$ cat src/rtl/rot_tile_addr_gen.sv
// Tiled rotation address generator: walks an H x W source image in TILE x TILE
// tiles and emits one source/destination pixel-index pair per DMA beat.
module rot_tile_addr_gen #(
   parameter int DIM_W  = 16,
   parameter int ADDR_W = 32,
   parameter int TILE   = 8
) (
   input  logic              I_HCLK,
   input  logic              I_HRESET,
   input  logic              I_START,
   input  logic [DIM_W-1:0]  I_HEIGHT,
   input  logic [DIM_W-1:0]  I_WIDTH,
   input  logic              I_DIRECTION,
   input  logic [1:0]        I_DEGREES,
   input  logic              I_DMA_READY,
   output logic              O_VALID,
   output logic [ADDR_W-1:0] O_SRC_ADDR,
   output logic [ADDR_W-1:0] O_DST_ADDR,
   output logic              O_BUSY,
   output logic              O_DONE
);

   localparam int TW = (TILE > 1) ? $clog2(TILE) : 1;
   localparam logic [TW-1:0]    TILE_LAST = TW'(TILE - 1);
   localparam logic [DIM_W-1:0] TILE_STEP = DIM_W'(TILE);

   typedef enum logic [1:0] {
      S_IDLE = 2'd0,
      S_RUN  = 2'd1,
      S_DONE = 2'd2
   } state_t;

   state_t           state_reg, state_next;
   logic [DIM_W-1:0] height_reg, height_next;
   logic [DIM_W-1:0] width_reg, width_next;
   logic [1:0]       k_reg, k_next;
   logic [DIM_W-1:0] tile_row_reg, tile_row_next;
   logic [DIM_W-1:0] tile_col_reg, tile_col_next;
   logic [TW-1:0]    in_row_reg, in_row_next;
   logic [TW-1:0]    in_col_reg, in_col_next;

   logic [DIM_W-1:0] row_cur, col_cur;
   logic [DIM_W-1:0] height_m1, width_m1;
   logic             col_end, row_end, at_last_col, at_last_row;
   logic             handshake;

   assign row_cur     = tile_row_reg + DIM_W'(in_row_reg);
   assign col_cur     = tile_col_reg + DIM_W'(in_col_reg);
   assign height_m1   = height_reg - DIM_W'(1);
   assign width_m1    = width_reg - DIM_W'(1);
   assign at_last_col = (col_cur == width_m1);
   assign at_last_row = (row_cur == height_m1);
   // A tile row/column ends either at the tile boundary or at the image edge.
   assign col_end     = (in_col_reg == TILE_LAST) || at_last_col;
   assign row_end     = (in_row_reg == TILE_LAST) || at_last_row;
   assign handshake   = (state_reg == S_RUN) && I_DMA_READY;

   always_ff @(posedge I_HCLK or posedge I_HRESET) begin
      if (I_HRESET) begin
         state_reg    <= S_IDLE;
         height_reg   <= '0;
         width_reg    <= '0;
         k_reg        <= '0;
         tile_row_reg <= '0;
         tile_col_reg <= '0;
         in_row_reg   <= '0;
         in_col_reg   <= '0;
      end else begin
         state_reg    <= state_next;
         height_reg   <= height_next;
         width_reg    <= width_next;
         k_reg        <= k_next;
         tile_row_reg <= tile_row_next;
         tile_col_reg <= tile_col_next;
         in_row_reg   <= in_row_next;
         in_col_reg   <= in_col_next;
      end
   end

   always_comb begin
      state_next    = state_reg;
      height_next   = height_reg;
      width_next    = width_reg;
      k_next        = k_reg;
      tile_row_next = tile_row_reg;
      tile_col_next = tile_col_reg;
      in_row_next   = in_row_reg;
      in_col_next   = in_col_reg;
      case (state_reg)
         S_IDLE: begin
            if (I_START) begin
               height_next   = I_HEIGHT;
               width_next    = I_WIDTH;
               // CCW by d quarter turns equals CW by (4 - d) mod 4.
               k_next        = I_DIRECTION ? (2'd0 - I_DEGREES) : I_DEGREES;
               tile_row_next = '0;
               tile_col_next = '0;
               in_row_next   = '0;
               in_col_next   = '0;
               state_next    = ((I_HEIGHT == '0) || (I_WIDTH == '0)) ? S_DONE : S_RUN;
            end
         end
         S_RUN: begin
            if (handshake) begin
               if (!col_end) begin
                  in_col_next = in_col_reg + TW'(1);
               end else if (!row_end) begin
                  in_col_next = '0;
                  in_row_next = in_row_reg + TW'(1);
               end else begin
                  in_col_next = '0;
                  in_row_next = '0;
                  if (!at_last_col) begin
                     tile_col_next = tile_col_reg + TILE_STEP;
                  end else begin
                     tile_col_next = '0;
                     if (at_last_row) begin
                        tile_row_next = '0;
                        state_next    = S_DONE;
                     end else begin
                        tile_row_next = tile_row_reg + TILE_STEP;
                     end
                  end
               end
            end
         end
         S_DONE: begin
            state_next = S_IDLE;
         end
         default: begin
            state_next = S_IDLE;
         end
      endcase
   end

   logic [ADDR_W-1:0] r_a, c_a, h_a, w_a;
   logic [ADDR_W-1:0] r_flip, c_flip;
   logic [ADDR_W-1:0] src_lin;
   logic [ADDR_W-1:0] dst_cand [4];

   assign r_a     = ADDR_W'(row_cur);
   assign c_a     = ADDR_W'(col_cur);
   assign h_a     = ADDR_W'(height_reg);
   assign w_a     = ADDR_W'(width_reg);
   assign r_flip  = h_a - ADDR_W'(1) - r_a;
   assign c_flip  = w_a - ADDR_W'(1) - c_a;
   assign src_lin = r_a * w_a + c_a;

   // One candidate destination per quarter-turn count, selected by k.
   for (genvar gi = 0; gi < 4; gi++) begin : g_dst
      if (gi == 0) begin : g_k0
         assign dst_cand[gi] = src_lin;
      end else if (gi == 1) begin : g_k1
         assign dst_cand[gi] = c_a * h_a + r_flip;
      end else if (gi == 2) begin : g_k2
         assign dst_cand[gi] = r_flip * w_a + c_flip;
      end else begin : g_k3
         assign dst_cand[gi] = c_flip * h_a + r_a;
      end
   end

   assign O_VALID    = (state_reg == S_RUN);
   assign O_BUSY     = (state_reg == S_RUN);
   assign O_DONE     = (state_reg == S_DONE);
   assign O_SRC_ADDR = O_VALID ? src_lin : '0;
   assign O_DST_ADDR = O_VALID ? dst_cand[k_reg] : '0;

endmodule

$ cat config.mk
export PLATFORM = sky130hd
export DESIGN_NAME = rot_tile_addr_gen
export DESIGN_NICKNAME = d
export VERILOG_FILES = /design/src/rtl/rot_tile_addr_gen.sv
export SDC_FILE = /design/constraint.sdc
export NUM_CORES = 2
export LEC_CHECK = 0
export ABC_AREA = 0
export BUFFER_PORTS_ARGS = -buffer_cell sky130_fd_sc_hd__buf_4
export CORE_ASPECT_RATIO = 1.75
export CORE_MARGIN = 5
export CORE_UTILIZATION = 61
export CTS_BUF_LIST = sky130_fd_sc_hd__clkbuf_16
export CTS_CLUSTER_SIZE = 30
export DETAILED_ROUTE_END_ITERATION = 12
export HOLD_SLACK_MARGIN = 0.06
export PLACE_DENSITY = 0.91
export SKIP_CTS_REPAIR_TIMING = 1
export SYNTH_ARGS = -nofsm -noshare
export SYNTH_HDL_FRONTEND = slang
export SYNTH_SLANG_ARGS = --single-unit
$ cat constraint.sdc
create_clock -name I_HCLK -period 11.25 [get_ports I_HCLK]
set_clock_uncertainty 0.05 [all_clocks]
set_input_delay 2.8125 -clock I_HCLK [delete_from_list [all_inputs] [get_ports I_HCLK]]
set_output_delay 2.8125 -clock I_HCLK [all_outputs]
set_load 0.02 [all_outputs]
==> Flow_metrics.wiki <==
{| class="wikitable"
! Metric !! Value
|-
| Capture point of the worst reg-to-reg path || tile_col_reg[15]
|-
| Number of rows created at floorplan || approximately 130
|-
| Area share of the leading cell type in the synthesized netlist || 0.439
|-
| Synth Register Bits || 68
|-
| Most used DFF post-synth || sky130_fd_sc_hd__dfrtp_1
|-
| Post-Synthesis Net Count || around 6.8k
|-
| Worst EP arrival || roughly 9.9 ns
|-
| Total vias in the final route || approximately 42k
|-
| Classification of the worst setup path || flip-flop to primary output
|-
| Met2 WL post-DR || between 70 and 80 mm
|-
| Hold Path Origin || state_reg[1]
|-
| # setup viols final || 20
|-
| H-tree levels || 3
|-
| Ratio of final minimum period to clock period || 1.13
|-
| Later-pin clock latency in the skew report || 0.36 ns
|-
| Critical Path Sink || O_DST_ADDR[31]
|-
| Global-route wire length before repair || approximately 250 mm
|-
| Cell count after placement || 6631
|-
| Io pins || 106
|-
| FF-to-FF Start || width_reg[2]
|-
| CTS root buffer || sky130_fd_sc_hd__clkbuf_16
|-
| Count of input and output buffers || about 110
|-
| Final hold violation count || 0
|-
| Worst setup EP type || primary output
|-
| Critical Path Source || width_reg[2]
|-
| Routed met3 length || 23.2 mm
|-
| Post-Syn Instances || between 5k and 6k
|-
| Total DRC errors in the routed layout || 0
|-
| Worst EP required || 8.39 ns
|-
| Slowest cell on crit path || sky130_fd_sc_hd__fa_1
|-
| Type of origin of the critical path || flip-flop
|-
| # nets final || roughly 7.2k
|-
| Maximum fanout encountered on the critical timing path || 5
|-
| Cell area after technology mapping || between 40000 and 50000 um^2
|-
| Max-slew headroom at the worst pin || 0.0939
|-
| Post-placement worst setup slack || -0.774 ns
|-
| Number of cells on the worst reg-to-reg path || 19
|-
| Number of enable-type register cells in the synthesized netlist || 0
|-
| Wl on met1 || just under 50 mm
|-
| Number of global-route vias before repair || 45.7k
|-
| TritonCTS clock tree || done
|-
| Starting density of the core || 0.613
|-
| Worst setup slack after layout || -1.49 ns
|-
| Detailed router's first-iteration violation count || ~4.9k
|-
| Antenna-violating nets left || 0
|-
| Floorplan core area || approximately 75000 um^2
|-
| Syn Area/Cell || between 8 and 9 um^2
|-
| Actual transition at the worst max-transition pin || around 1.3 ns
|-
| Leading cell types by total area after synthesis || sky130_fd_sc_hd__fa_1, sky130_fd_sc_hd__ha_1, sky130_fd_sc_hd__inv_1
|-
| Number of distinct standard cells referenced by the synthesized netlist || 81
|-
| Antenna violations before repair || 13
|-
| Share of synthesized flip-flops with an asynchronous set or reset || 1.00
|-
| Total gr overflow || 0
|-
| Largest buffer count on any clock path || 2
|-
| Largest net degree at the start of global routing || slightly above 60
|-
| Die outline area || approximately 81000 um^2
|-
| Cell repeated most along the worst path || sky130_fd_sc_hd__fa_1
|-
| Weighted congestion at the end of routability-driven global placement || ~1.1
|-
| Setup repair after global routing missed its margin || yes
|-
| Register-to-register path setup slack || around 5.4 ns
|-
| Via count normalized by instance count || 6.27
|-
| Minimum clock period || 12.74 ns
|-
| Max Transition Viols Final || 0
|-
| Cts bufs inserted || 9
|-
| Drt total wl || approximately 170 mm
|-
| Share of post-route cells with drive strength above 1 || 0.189
|-
| Gr usage total || 0.400
|-
| Leading area contributor after synthesis || sky130_fd_sc_hd__fa_1
|-
| Yosys Warn Count || 0
|-
| Number of standard cells in the final layout excluding fillers || between 6k and 7k
|-
| F_max || approximately 78 MHz
|-
| Synthesis-to-finish area growth || 16.9%
|-
| Pre-Repair DR Iteration Count || 6
|-
| Max-cap violations || 0
|-
| Top routing layer in use || met5
|-
| Peak per-stage delay on the critical path || a little over 0.7 ns
|-
| CTS clk-pin slew, worst paths || roughly 0.060 ns
|-
| Die Y || 373 um
|-
| Class of the most critical hold timing path || flip-flop to flip-flop
|-
| Failing checks || setup timing
|-
| DP HPWL || between 100 and 150 mm
|-
| Sequential share of the synthesized area || 0.0371
|-
| Outcome || finished with violations
|-
| Die outline width || 217 um
|-
| Drt wl/cell || 25.7 um
|-
| Clock sink total || ~70
|}
## cell type report
cell class | instances | area (um^2)
diodes | 9 | 22.5
clock buffers | 9 | 225
clock inverters | 7 | 92.6
fillers | 4689 | 21200
inverters | 1274 | 4790
multi-input cells | 3703 | 40000
flip-flops and latches | 68 | 1710
well taps | 945 | 1180
repair buffers | 696 | 5600
## cell usage after synthesis (all sizes together) (13+ instances only)
| library cell | count |
|---|---|
| a211oi | 33 |
| a21o | 54 |
| a21oi | 122 |
| a31oi | 13 |
| and2 | 384 |
| and3 | 13 |
| buf | 29 |
| clkbuf | 239 |
| dfrtp | 68 |
| fa | 1006 |
| ha | 418 |
| inv | 1273 |
| mux2 | 27 |
| mux4 | 14 |
| nand2 | 701 |
| nand2b | 19 |
| nand3 | 37 |
| nand4 | 13 |
| nor2 | 220 |
| nor2b | 56 |
| nor3 | 31 |
| nor4 | 20 |
| o21a | 29 |
| o21ai | 126 |
| o31ai | 14 |
| or3 | 17 |
| xnor2 | 118 |
| xor2 | 93 |
## worst max-delay path: cells and delay by family (launching register included)
kind,cells,cell delay [ns]
fa+ha+maj,8,3.84
buf+inv,9,1.14
flops,1,0.39
xor+xnor,2,0.48
simple gates,12,2.37
compound gates,8,1.29
## worst min-delay path by stage
stage | to | slack, ns | depth (start not counted)
finish | state_reg[1] | 0.57 | 1
global route | in_col_reg[2] | 0.61 | 2
CTS | state_reg[1] | 0.55 | 1
detailed placement | state_reg[1] | 0.54 | 1
global placement | state_reg[1] | 0.53 | 1
floorplan | state_reg[1] | 0.49 | 1
## placed cells by master, fill, tap and decap left out, types with 25 or more instances in the layout
cell / Yosys / routed
sky130_fd_sc_hd__nand2_1: 701 / 682
sky130_fd_sc_hd__xnor2_1: 118 / 102
sky130_fd_sc_hd__dfrtp_1: 68 / 65
sky130_fd_sc_hd__nand3_1: 37 / 32
sky130_fd_sc_hd__nor2b_1: 56 / 55
sky130_fd_sc_hd__a21oi_2: 0 / 27
sky130_fd_sc_hd__fa_1: 1006 / 977
sky130_fd_sc_hd__buf_4: 2 / 637
sky130_fd_sc_hd__a21o_1: 54 / 54
sky130_fd_sc_hd__fa_2: 0 / 29
sky130_fd_sc_hd__inv_2: 1 / 41
sky130_fd_sc_hd__buf_6: 1 / 41
sky130_fd_sc_hd__ha_1: 418 / 386
sky130_fd_sc_hd__xor2_1: 93 / 84
sky130_fd_sc_hd__mux2_2: 27 / 26
sky130_fd_sc_hd__and2_1: 384 / 371
sky130_fd_sc_hd__inv_1: 1272 / 1230
sky130_fd_sc_hd__o21a_1: 29 / 27
sky130_fd_sc_hd__ha_4: 0 / 25
sky130_fd_sc_hd__a21oi_1: 122 / 88
sky130_fd_sc_hd__nor2_1: 218 / 192
sky130_fd_sc_hd__o21ai_0: 124 / 104
## stage by stage
stage                     TNS (ns)  hold WS, ns  cell area, um^2   util
final                       -19.43        0.568            53600  0.716
after global routing        -23.55        0.606            53600  0.716
after CTS                   -17.00        0.552            51700  0.691
after detailed placement     -9.94        0.538            51400  0.686
after global placement       -7.22        0.527            51400  0.686
after floorplan             -0.411        0.488            46300      -
## logic make-up after synthesis
kind of cell               Yosys count  share of synthesized area
xor gates and xnor gates           213                     0.0413
AOI/OAI and AO/OA                  476                     0.0664
and+or+nand+nor                   1541                      0.160
buffers and inverters             1542                      0.127
DFF                                 68                     0.0371
muxes                               49                     0.0152
adders and majority gates         1424                      0.553
## metal layers
metal	GRT usage	vias to the layer above
met2	0.634	3545
met3	0.129	1564
met5	0	-
li1	-	16700
met1	0.406	20300
met4	0.395	10
Power is not shown: default switching activity piles up to over one toggle a cycle in this logic, so the estimate is an artifact.
